--- src/rtl/tmr_fault_monitor_pkg.sv ---
// Shared types for the TMR fault monitor: operating modes, the "no replica
// retired" marker and a small popcount helper for the 3-bit mismatch vector.
package tmr_fault_monitor_pkg;

  typedef enum logic [1:0] {
    MODE_TMR      = 2'd0,
    MODE_DEGRADED = 2'd1,
    MODE_FAILSAFE = 2'd2
  } mode_e;

  localparam logic [1:0] ID_NONE = 2'd3;

  function automatic logic [1:0] popcount3(input logic [2:0] v);
    return {1'b0, v[0]} + {1'b0, v[1]} + {1'b0, v[2]};
  endfunction

endpackage

--- src/rtl/tmr_vote.sv ---
// Word-wide bitwise majority of three replicas, plus a flag per replica that
// is set when that replica differs from the majority in any bit.
module tmr_vote #(
  parameter int W = 8
) (
  input  logic [W-1:0] d0_i,
  input  logic [W-1:0] d1_i,
  input  logic [W-1:0] d2_i,
  output logic [W-1:0] vote_o,
  output logic [2:0]   mis_o
);

  // Majority per bit, then compare each replica against the result
  always_comb begin
    vote_o = (d0_i & d1_i) | (d0_i & d2_i) | (d1_i & d2_i);
    mis_o  = {(d2_i != vote_o), (d1_i != vote_o), (d0_i != vote_o)};
  end

endmodule

--- src/rtl/tmr_fault_monitor.sv ---
// Registered TMR voter with per-replica fault tracking. A replica that loses
// THRESH consecutive votes is retired and the block falls back to duplex
// compare; any disagreement it can no longer arbitrate drops it into a sticky
// fail-safe mode that only rst leaves.
// Optional readmission of the retired replica: TMR_FAULT_MONITOR_RECOVER_EN.
module tmr_fault_monitor
  import tmr_fault_monitor_pkg::*;
#(
  parameter int W      = 8,
  parameter int THRESH = 4
`ifdef TMR_FAULT_MONITOR_RECOVER_EN
  ,
  parameter int RECOV  = 16
`endif
) (
  input  logic         clk,
  input  logic         rst,
  input  logic         in_valid,
  input  logic [W-1:0] d0,
  input  logic [W-1:0] d1,
  input  logic [W-1:0] d2,
  output logic         out_valid,
  output logic [W-1:0] dout,
  output logic         corrected,
  output logic [1:0]   mode,
  output logic [1:0]   retired_id,
  output logic         fail
);

  localparam int CW = $clog2(THRESH + 1);
  localparam logic [CW-1:0] THRESH_C = CW'(THRESH);

  mode_e               mode_q, mode_d;
  logic [1:0]          retiredId_q, retiredId_d;
  logic [2:0][CW-1:0]  cnt_q, cnt_d;
  logic                outValid_q, outValid_d;
  logic [W-1:0]        dout_q, dout_d;
  logic                corrected_q, corrected_d;

  logic [W-1:0]        vote;
  logic [2:0]          mis;
  logic [1:0]          hitCount;
  logic [1:0]          hitId;
  logic [W-1:0]        pairLo, pairHi;

`ifdef TMR_FAULT_MONITOR_RECOV_UNUSED_GUARD
`endif
`ifdef TMR_FAULT_MONITOR_RECOVER_EN
  localparam int RW = $clog2(RECOV + 1);
  localparam logic [RW-1:0] RECOV_C = RW'(RECOV);
  logic [RW-1:0] recov_q, recov_d;
  logic [W-1:0]  spare;
`endif

  tmr_vote #(.W(W)) u_vote (
    .d0_i   (d0),
    .d1_i   (d1),
    .d2_i   (d2),
    .vote_o (vote),
    .mis_o  (mis)
  );

  // Next-state: vote or duplex-compare the sample and advance the mode FSM
  always_comb begin
    mode_d      = mode_q;
    retiredId_d = retiredId_q;
    cnt_d       = cnt_q;
    outValid_d  = 1'b0;
    dout_d      = dout_q;
    corrected_d = corrected_q;
    hitCount    = 2'd0;
    hitId       = ID_NONE;
    pairLo      = d0;
    pairHi      = d1;
`ifdef TMR_FAULT_MONITOR_RECOVER_EN
    recov_d     = recov_q;
    spare       = d2;
`endif

    case (retiredId_q)
      2'd0: begin
        pairLo = d1;
        pairHi = d2;
`ifdef TMR_FAULT_MONITOR_RECOVER_EN
        spare  = d0;
`endif
      end
      2'd1: begin
        pairLo = d0;
        pairHi = d2;
`ifdef TMR_FAULT_MONITOR_RECOVER_EN
        spare  = d1;
`endif
      end
      default: begin
        pairLo = d0;
        pairHi = d1;
`ifdef TMR_FAULT_MONITOR_RECOVER_EN
        spare  = d2;
`endif
      end
    endcase

    case (mode_q)
      MODE_TMR: begin
        if (in_valid) begin
          for (int i = 0; i < 3; i++) begin
            if (!mis[i]) begin
              cnt_d[i] = '0;
            end else if (cnt_q[i] != THRESH_C) begin
              cnt_d[i] = cnt_q[i] + 1'b1;
            end
            if (cnt_d[i] == THRESH_C) begin
              hitCount = hitCount + 2'd1;
              hitId    = 2'(i);
            end
          end
          if (hitCount >= 2'd2) begin
            mode_d      = MODE_FAILSAFE;
            cnt_d       = '0;
            dout_d      = '0;
            corrected_d = 1'b0;
          end else begin
            outValid_d  = 1'b1;
            dout_d      = vote;
            corrected_d = (popcount3(mis) == 2'd1);
            if (hitCount == 2'd1) begin
              mode_d      = MODE_DEGRADED;
              retiredId_d = hitId;
              cnt_d       = '0;
`ifdef TMR_FAULT_MONITOR_RECOVER_EN
              recov_d     = '0;
`endif
            end
          end
        end
      end
      MODE_DEGRADED: begin
        if (in_valid) begin
          if (pairLo != pairHi) begin
            mode_d      = MODE_FAILSAFE;
            dout_d      = '0;
            corrected_d = 1'b0;
          end else begin
            outValid_d  = 1'b1;
            dout_d      = pairLo;
            corrected_d = 1'b0;
`ifdef TMR_FAULT_MONITOR_RECOVER_EN
            if (spare != pairLo) begin
              recov_d = '0;
            end else if (recov_q != RECOV_C) begin
              recov_d = recov_q + 1'b1;
            end
            if (recov_d == RECOV_C) begin
              mode_d      = MODE_TMR;
              retiredId_d = ID_NONE;
              cnt_d       = '0;
              recov_d     = '0;
            end
`endif
          end
        end
      end
      default: begin
        outValid_d  = 1'b0;
        dout_d      = '0;
        corrected_d = 1'b0;
      end
    endcase
  end

  // State and output registers with synchronous reset
  always_ff @(posedge clk) begin
    if (rst) begin
      mode_q      <= MODE_TMR;
      retiredId_q <= ID_NONE;
      cnt_q       <= '0;
      outValid_q  <= 1'b0;
      dout_q      <= '0;
      corrected_q <= 1'b0;
`ifdef TMR_FAULT_MONITOR_RECOVER_EN
      recov_q     <= '0;
`endif
    end else begin
      mode_q      <= mode_d;
      retiredId_q <= retiredId_d;
      cnt_q       <= cnt_d;
      outValid_q  <= outValid_d;
      dout_q      <= dout_d;
      corrected_q <= corrected_d;
`ifdef TMR_FAULT_MONITOR_RECOVER_EN
      recov_q     <= recov_d;
`endif
    end
  end

  assign out_valid  = outValid_q;
  assign dout       = dout_q;
  assign corrected  = corrected_q;
  assign mode       = mode_q;
  assign retired_id = retiredId_q;
  assign fail       = (mode_q == MODE_FAILSAFE);

endmodule
--- config.mk ---
export PLATFORM = sky130hd
export DESIGN_NAME = tmr_fault_monitor
export DESIGN_NICKNAME = d
export VERILOG_FILES = /design/src/rtl/tmr_fault_monitor_pkg.sv /design/src/rtl/tmr_vote.sv /design/src/rtl/tmr_fault_monitor.sv
export SDC_FILE = /design/constraint.sdc
export NUM_CORES = 1
export LEC_CHECK = 0
export ABC_AREA = 0
export CORE_MARGIN = 4
export CORE_UTILIZATION = 34
export DETAILED_ROUTE_END_ITERATION = 10
export GPL_ROUTABILITY_DRIVEN = 0
export PLACE_DENSITY = 0.55
export SYNTH_ARGS = -nofsm -noshare
export SYNTH_HDL_FRONTEND = slang
export SYNTH_HIERARCHICAL = 1
export SYNTH_SLANG_ARGS = --single-unit
--- constraint.sdc ---
create_clock -name clk -period 4.3 [get_ports clk]
set_input_delay 1.075 -clock clk [delete_from_list [all_inputs] [get_ports clk]]
set_output_delay 1.075 -clock clk [all_outputs]
set_load 0.05 [all_outputs]
# After elaboration in Yosys (flattened, before gate mapping)
# Cells that the tools add are included.
# totals
ff_bits	23
out_inout_bits	15
elab_cells	97
inputBits	27
# classes
reduce_logical	8
bitwise_logic	6
mux	48
addsub	7
eq_ne	19
n_lt_le_gt_ge	1
# ops
op	n
8-bit two-way mux	6
3-bit two-way mux	12
2-bit two-way mux	16
8-bit inequality test	4
8-bit AND	3
9-bit two-way mux	2
8-bit bitwise OR	2
8-bit case mux with 2 select lines	1
3-bit inequality test, second input constant	4
3-bit by 1-bit adder with 3-bit output, second input constant	3
3-bit == test, second input constant	3
2-bit by 1-bit == test with 1-bit output, second input constant	4
1-bit two-way mux	8
2-bit inequality test, second input constant	3
5-bit AND reduction	1
2-bit by 1-bit adder with 2-bit output, second input constant	2
2-bit zero test	2
1-bit case mux with 2 select lines	2
2-bit case mux with 2 select lines	1
2-bit AND reduction	2
4-bit AND reduction	1
1-bit by 1-bit adder with 2-bit output	1
2-bit by 1-bit adder with 2-bit output	1
2-bit == test, second input constant	1
4 further kinds	4

# Longest topological paths before layout
# Gate-level depths: netlist of the first run.
# depth
ltp_word	24
depth_mapped	14
mapped_depth_nobuf	14

# Modules after synthesis
# Netlist of the first run, hierarchy kept.
# by_module_without_submodules
module	n_inst	cells_per_inst	seq_area_each_um2	area_each_um2
tmr_fault_monitor	1	223	460.4	1806.7
tmr_vote	1	83	0.0	495.5

# Worst setup path before layout of the first run
# OpenSTA, ideal clock, no wires.
# synth_path
path_type	input port to flip-flop
startpoint	input d2[3]
endpoint	register dout_q[7] (netlist: dout[7])
setup_ns	0.123
path_buffers	0
t_required_ns	4.177
path_stages	12
setup_slack_ns	0.591
t_arrival_ns	3.587
path_cell_list	nor2b_1 -> a2111oi_0 -> nand4_1 -> and4_1 -> a31oi_1 -> o2111ai_1 -> inv_1 -> ha_1 -> a211oi_1 -> a41oi_2 -> nor2_2 -> a221o_2
# synth_via
elab_cells_between_ends	38
classes_between	add/sub: 2; order compare: 1; eq/ne: 7; mux: 24; bitwise: 4
# synth_lines
element	line	rtl
start, declared	tmr_fault_monitor.sv:21	input logic [W-1:0] d2,
8-bit AND	tmr_vote.sv:15	vote_o = (d0_i & d1_i) | (d0_i & d2_i) | (d1_i & d2_i);
8-bit bitwise OR	tmr_vote.sv:15	
8-bit bitwise OR *	tmr_vote.sv:15	
8-bit inequality test *	tmr_vote.sv:16	mis_o = {(d2_i != vote_o), (d1_i != vote_o), (d0_i != vote_o)};
via mis[1]	tmr_fault_monitor.sv:41	logic [2:0] mis;
3-bit two-way mux *	tmr_fault_monitor.sv:108	if (!mis[i]) begin
3-bit two-way mux *	tmr_fault_monitor.sv:106	if (in_valid) begin
3-bit two-way mux *	tmr_fault_monitor.sv:104	case (mode_q)
(+4 left out)	n/a	
2-bit by 1-bit adder with 2-bit output	tmr_fault_monitor.sv:114	hitCount = hitCount + 2'd1;
2-bit two-way mux *	tmr_fault_monitor.sv:113	if (cnt_d[i] == THRESH_C) begin
2-bit two-way mux *	tmr_fault_monitor.sv:106	
2-bit two-way mux *	tmr_fault_monitor.sv:104	
2-bit >= comparator *	tmr_fault_monitor.sv:118	if (hitCount >= 2'd2) begin
8-bit two-way mux *	tmr_fault_monitor.sv:118	
8-bit two-way mux *	tmr_fault_monitor.sv:106	
8-bit case mux with 2 select lines *	tmr_fault_monitor.sv:104	
end signal, assigned	tmr_fault_monitor.sv:189	dout_q <= dout_d;
end, declared	tmr_fault_monitor.sv:37	logic [W-1:0] dout_q, dout_d;
# Mark *: on every way through the listed nets, which the timed path passes. The rest lies on a longest branch. The select of a mux whose other input is x is not followed.
# A chain may end at the register's enable or synchronous reset.

# Final worst setup path of the first run
# layout_path
startpoint	input d2[5]
endpoint	register cnt_q[6] (netlist bit)
# layout_via
elab_chain_cells	22
elab_cells_between_ends	34
classes_between	add/sub: 2; order compare: 1; eq/ne: 7; mux: 20; bitwise: 4
# layout_rtl
element	line	rtl
8-bit AND	tmr_vote.sv:15	
8-bit bitwise OR	tmr_vote.sv:15	
8-bit bitwise OR *	tmr_vote.sv:15	
8-bit inequality test *	tmr_vote.sv:16	
via mis[0]	tmr_fault_monitor.sv:41	
3-bit two-way mux *	tmr_fault_monitor.sv:108	
3-bit two-way mux *	tmr_fault_monitor.sv:106	
3-bit two-way mux *	tmr_fault_monitor.sv:104	
(+7 left out)	n/a	
2-bit two-way mux *	tmr_fault_monitor.sv:104	
2-bit by 1-bit adder with 2-bit output	tmr_fault_monitor.sv:114	
2-bit two-way mux *	tmr_fault_monitor.sv:113	
2-bit two-way mux *	tmr_fault_monitor.sv:106	
2-bit two-way mux *	tmr_fault_monitor.sv:104	
2-bit by 1-bit == test with 1-bit output	tmr_fault_monitor.sv:127	if (hitCount == 2'd1) begin
9-bit two-way mux	tmr_fault_monitor.sv:127	
9-bit two-way mux *	tmr_fault_monitor.sv:118	
end signal, assigned	tmr_fault_monitor.sv:187	cnt_q <= cnt_d;
end, declared	tmr_fault_monitor.sv:35	logic [2:0][CW-1:0] cnt_q, cnt_d;
# Marks and branches as above.

==> results of run 1 <==
==> kinds of logic (layout without fill, tap and decap cells) <==
kind of cell,after synthesis,count (layout),synth area share [%]
AO/OA/AOI/OAI,91,91,28.5
multiplexers,15,15,7.01
XOR/XNOR,8,8,3.04
AND/OR/NAND/NOR,126,126,30.0
flip-flops,23,23,20.0
buffers and inverters,34,118,6.25
adder cells (fa/ha/maj),9,9,5.22
==> how the worst max path moves through the flow <==
stage	startpoint	cells after the start	endpoint
after floorplan	d2[3]	12	dout[7]$_SDFFE_PP0P_
after global placement	d2[3]	14	mode[0]$_SDFFE_PP0P_
after CTS	d2[3]	14	mode[0]$_SDFFE_PP0P_
after global routing	d1[1]	15	cnt_q[6]$_SDFFE_PP0P_
final	d2[5]	14	cnt_q[6]$_SDFFE_PP0P_
after detailed placement	d2[3]	14	mode[0]$_SDFFE_PP0P_
==> per-stage QoR <==
step | cells | instance area [um^2]
finish | 467 | 3190
global route | 467 | 3190
CTS | 467 | 3170
detailed placement | 463 | 3130
global placement | 463 | 3130
floorplan | 306 | 2300
==> flip-flops by register name, indices dropped and copies added (netlist names) <==
| register | cells |
|---|---|
| mode | 2 |
| out_valid | 1 |
| dout | 8 |
| corrected | 1 |
| retired_id | 2 |
| cnt_q | 9 |
==> layer usage <==
metal	share of wire [%]	up-vias	track usage, %	wire, um
met5	0	-	0	0
met1	51	1175	24.3	3530
met3	3.9	6	3.75	267
li1	-	1308	-	-
met2	44	45	26.5	3060
met4	0.69	0	2.30	48
==> where the power goes <==
group	switching (mW)	internal (mW)	leakage, nW
combinational	0.532	0.436	1.16
clock	0.0708	0.0662	0.0228
sequential	0.0567	0.265	0.188
==> synthesized netlist by cell type, types with 2 or more instances <==
cell type	n
nand3b_1	5
mux2i_1	9
or3b_1	5
nand4_1	8
clkbuf_1	4
a21oi_1	23
a31oi_1	5
nor3_1	2
dfxtp_1	23
nor2b_1	9
o22ai_1	4
xnor2_1	4
o211ai_1	3
a22oi_1	3
mux2_2	5
and4_1	4
xor2_1	4
nand2_1	29
o21ai_0	15
o21a_1	4
nor2_1	31
nor4_1	3
nand2b_1	9
a41o_1	2
a211oi_1	4
nor3b_1	4
a222oi_1	2
nand3_1	2
a221oi_1	4
a221o_1	7
a21o_1	2
inv_1	26
ha_1	8
buf_4	2
and2_1	10
==> layout make-up <==
| class | count | area (um^2) | share of cell area [%] |
|---|---|---|---|
| Multi-Input combinational cell | 249 | 1720 | 53.7 |
| Sequential cell | 23 | 460 | 14.4 |
| Tap cell | 77 | 96.3 | 3.02 |
| Inverter | 26 | 97.6 | 3.06 |
| Clock buffer | 4 | 45.0 | 1.41 |
| Timing Repair Buffer | 88 | 778 | 24.4 |
==> worst register-to-register path, cell delays in order, from the launching register on <==
cell and delay (ns):
dfxtp_1 0.76, mux2_4 0.36, a222oi_1 0.32, nor4b_2 0.32, o2111ai_2 0.19, nor4_4 0.56
a221o_1 0.25
==> repair_timing <==
action                                  CTS  global route
hold endpoints to repair                  0             0
endpoints found under the setup margin    0            20
resized for setup                         0             5
==> metrics.cfg, run 1 <==
[detailed_routing]
wl_per_cell_um = 14.8
via_count = 2534
wl_um = 6910
detail_route.vias_per_cell = 5.43
drtPass1Iterations = 5
drc_errors = 0
postRouteAntennaNets = 0
first_iter_violations = 160

[logic_synthesis]
synthTopCellsByArea = dfxtp_1 (20%), nor2_1 (5.1%), a21oi_1 (5.0%), nand2_1 (4.7%), ha_1 (4.3%)
avgSynthCellArea_um2 = 7.52
synth_cells = 306
ys_seq_elements = 23
yosysSeqAreaShare_pct = 20.0
synth_fp_nets = 342
synthDistinctLibCells = 57
synthDominantCellAreaShare_pct = 20.0
syn-cell-area_um2 = 2300
synth_top_area_cell = dfxtp_1
synth_edf_count = 0
yosysWarnings = 6
async_reset_ff_share_pct = 0
synth-main-ff-cell = dfxtp_1

[global_route]
grt-ovfl-total = 0
antenna_found_initial = 0
grt_max_degree = 17
grt_pass1_wl_um = 11600
grt_pass1_vias = 2365
track_usage_pct = 16.9

[final_layout]
drive_gt1_share_pct = 17.4
fin_util_pct = 49.4
area_growth_pct = 38.7
nets = 427
fill_cells = 669
layout_common_cells = buf_4 (46), clkdlybuf4s50_1 (40), nor2_1 (31)
layout_commonest_cell = buf_4
diodes = 0

[setup_path]
path_buf_inv = 2
cp_cell_sequence = clkdlybuf4s50_1 > a21oi_1 > o22ai_1 > a221oi_1 > nand2_1 > and4_1 > a31oi_1 > and4_1 > ha_1 > a211oi_1 > a41o_1 > buf_4 > nand4_1 > a31oi_1
cp.arrival_ns = 4.14
r2r_slack_ns = 1.48
required_ns = 4.49
r2r-start = retired_id[0]$_SDFFE_PP1P_
worstReg2RegEnd = dout[2]$_SDFFE_PP0P_
critPathKind = in2reg
end_kind = register
critical-path-slowest-cell = clkdlybuf4s50_1
max_stage_delay_ns = 0.49
critPathTopFamily = compound AO/OA/AOI/OAI gates
critPathLaunchType = input port
path_max_fanout = 6
reg2reg_depth = 6

[pwr]
powerDensity_nw_per_um2 = 447
power_mw = 1.43
ir_worst_vdd_uv = 273
power.leakage_nw = 1.37

[cts]
ctsHoldBuffers = 0
postCtsSetupBuffers = 0
htreeDepth = 1
worstSkewPairLatency_ns = 0.27
path_clk_slew_ns = 0.08
clk_path_buf_depth = 2
cts_made_buffers = 3
clock-sinks = 23
cts_tree = yes
cts-root-buf = clkbuf_8

[timing]
fin_crit_ns = 3.95
drv_slew = 0
worst_hold_slack_ns = 0.472
fin_worst_skew_ns = 0.00251
finalSetupViolations = 0
rsz0062_at_grt = false
setup_ws_ns = 0.349
worstMarginPinSlew_ns = 0.884
slew_headroom_pct = 40.8
tns_ns = 0
period_share_pct = 91.9
max_freq_ghz = 0.253
hold_viol_final = 0

[floorplan]
ioPinCount = 42
rows = 29
die_w_um = 90.3
initial_core_util_pct = 35.6
core_um2 = 6460
die_h_um = 90.3
die_area_um2 = 8150

[hold_path]
hold_class = reg2reg
hold_depth = 2
min_to = cnt_q[0]$_SDFFE_PP0P_
min_from = cnt_q[0]$_SDFFE_PP0P_

[placement]
post-place-ws_ns = -0.0896
place_hpwl_um = 5410
io_buffers = 41

[outcome]
status = complete, no violations

[run]
drv_cap = 0

Note: power is estimated with default switching activity, not from simulation.
==> run 2: changes to the inputs <==
CAP_MARGIN = 15   (was not set)
==> results of run 2 <==
No change in the layout: final DEF, timing and power equal those of run 1.
==> run 3: changes to the inputs <==
CORE_MARGIN = not set   (was 4)
GPL_TIMING_DRIVEN = 0   (was not set)
==> run 3 against run 2 <==
Net effect: the flow now finishes with violations (design-rule violations); register-to-register slack improved by 0.17 ns; final cell count fell by 7.5%; via count fell by 6.1%; maximum frequency fell by 4.2%; core utilization fell by 3.5 points; largest power group unchanged; clock skew rose by 0.0017 ns; routed wire length fell by 5.1%; global-route usage rose by 1.5 points; hold slack improved by 0.0050 ns; count of clock-buffer cells in the layout did not move; highest routed layer unchanged.
==> metrics.cfg, run 3 (synthesis gave the netlist of run 1 again) <==
[setup_path]
max_stage_delay_ns = 0.59  ; +0.10 ns
cp.arrival_ns = 4.28  ; +0.14 ns
end_kind = register
required_ns = 4.46  ; -0.03 ns
cp_cell_sequence = clkdlybuf4s50_1 > or3b_1 > nand4_1 > a2111oi_2 > nand4_1 > and4_1 > a31oi_1 > o2111ai_2 > inv_1 > ha_1 > a211oi_1 > a41oi_2 > nor2_4 > a221o_2
r2r-start = cnt_q[6]$_SDFFE_PP0P_
worst_path_most_repeated_cell = nand4_1
critical-path-slowest-cell = clkdlybuf4s50_1
path_max_fanout = 8  ; +2
critPathLaunchType = input port
critPathKind = in2reg
startpoint = d2[1]

[final_layout]
layout_common_cells = nor2_1 (31), nand2_1 (28), clkdlybuf4s50_1 (27)
diodes = 0  ; unchanged
fin_area_um2 = 2960  ; -7.2%
drive_gt1_share_pct = 9.86  ; -7.6 points
layout_commonest_cell = nor2_1
regMostFlops = cnt_q
nets = 392  ; -8.2%
largest_reg_flops = 9  ; unchanged
area_growth_pct = 28.7
fin_util_pct = 45.9  ; -3.5 points

[cts]
ctsHoldBuffers = 0  ; unchanged
clock-sinks = 23  ; unchanged
htreeDepth = 1  ; unchanged
clk_path_buf_depth = 2  ; unchanged
path_clk_slew_ns = 0.08  ; about the same
cts_made_buffers = 3  ; unchanged
cts-root-buf = clkbuf_8
cts_tree = yes
worstSkewPairLatency_ns = 0.27  ; about the same

[timing]
setup_ws_ns = 0.178  ; -0.171 ns
fin_worst_skew_ns = 0.00419  ; +0.00168 ns
finalSetupViolations = 0  ; unchanged
hold_viol_final = 0  ; unchanged
drv_slew = 0  ; unchanged
fin_crit_ns = 4.12  ; +0.171 ns
worstMarginPinSlew_ns = 0.849  ; -0.0356 ns
max_freq_ghz = 0.243  ; -4.2%
slew_headroom_pct = 43.0  ; +2.2 points
tns_ns = 0  ; unchanged
period_share_pct = 95.9  ; +4.0 points

[detailed_routing]
highest_layer = met4
drtPass1Iterations = 7  ; +2
via_count = 2379  ; -6.1%
wl_per_cell_um = 15.2  ; +2.5%
route.met2.wl_um = 2920  ; -4.8%
first_iter_violations = 192  ; +20%
drc_errors = 7  ; +7
wl_met3_um = 333  ; +25%
postRouteAntennaNets = 0  ; unchanged
wl_um = 6550  ; -5.1%
wl_met1_um = 3270  ; -7.4%
detail_route.vias_per_cell = 5.51  ; +1.5%

[floorplan]
die_area_um2 = 7100  ; -13%
die_w_um = 84.3  ; -6.6%
rows = 29  ; unchanged
die_h_um = 84.3  ; -6.6%
core_um2 = 6460  ; unchanged
ioPinCount = 42  ; unchanged
initial_core_util_pct = 35.6  ; unchanged

[pwr]
power.leakage_nw = 1.29  ; -5.6%
ir_worst_vdd_uv = 246  ; -10%
powerDensity_nw_per_um2 = 447  ; about the same

[outcome]
violations = design-rule violations
status = finished with violations

[hold_path]
hold_class = reg2reg
min_from = cnt_q[0]$_SDFFE_PP0P_

[global_route]
antenna_found_initial = 0  ; unchanged
track_usage_pct = 18.4  ; +1.5 points
grt_max_degree = 13  ; -4
grt-ovfl-total = 0  ; unchanged
grt_pass1_wl_um = 10700  ; -7.5%
grt_pass1_vias = 2111  ; -11%

[run]
drv_cap = 0  ; unchanged

[placement]
post-place-ws_ns = -0.721  ; -0.631 ns
place_hpwl_um = 4900  ; -9.4%
dpl_cell_area_um2 = 2810  ; -10%
io_buffers = 41  ; unchanged

## run 3: cell types whose count changed in the layout (fill, tap and decap cells not counted), moves of 2 or more
cell / delta
buf_4: -40
clkdlybuf4s50_1: -13
dlymetal6s2s_1: +11
clkbuf_1: +4
a21oi_1: -2
a21oi_2: +2
a221oi_1: -2
a221oi_2: +2
dlygate4sd2_1: +2
## run 3: metal layers
metal	track usage (%)	vias to the layer above
li1	-	1237
met3	3.24	4
met1	27.2	1096
met4	2.04	0
met2	28.8	42
met5	0	-
## run 3: layout make-up
type,count,area [um^2]
Fill cell,669,3490
Multi-Input combinational cell,249,1750
Timing Repair Buffer,45,468
Sequential cell,23,460
Inverter,26,97.6
Tap cell,77,96.3
Buffer,8,46.3
Clock buffer,4,45.0
## run 3: worst paths after layout
kind | endpoint | slack [ns] | cells past startpoint
setup / recovery | dout[7]$_SDFFE_PP0P_ | 0.18 | 14
hold / removal | cnt_q[0]$_SDFFE_PP0P_ | 0.48 | 2
setup reg to reg | dout[6]$_SDFFE_PP0P_ | 1.65 | 9
hold reg to reg | cnt_q[0]$_SDFFE_PP0P_ | 0.48 | 2
## run 3: timing repair
action | in CTS | in global routing
pin swaps | 2 | 1
gates resized for setup | 5 | 20
endpoints found under the setup margin | 23 | 21
hold endpoints to repair | 0 | 0
buffers inserted | 2 | 2
## run 3: critical path, delay by kind of cell
| kind | cells | cell delay (ns) |
|---|---|---|
| buf+inv | 2 | 0.68 |
| fa+ha+maj | 1 | 0.20 |
| compound gates | 6 | 1.40 |
| simple gates | 5 | 0.94 |
## run 3: per-stage QoR
stage          power [mW]  hold slack [ns]  cells
2_1_floorplan       0.904            0.449    306
3_3_place_gp         1.13            0.465    424
3_5_place_dp         1.13            0.465    424
4_1_cts              1.30            0.477    430
5_1_grt              1.43            0.503    432
6_report             1.32            0.477    432
## run 3: report_power, final
group / leakage [nW] / switching [mW] / internal, mW / total (mW)
Sequential: 0.188 / 0.0427 / 0.265 / 0.307
Combinational: 1.08 / 0.527 / 0.349 / 0.876
Clock: 0.0228 / 0.0739 / 0.0662 / 0.140
Total: 1.29 / 0.644 / 0.680 / 1.32
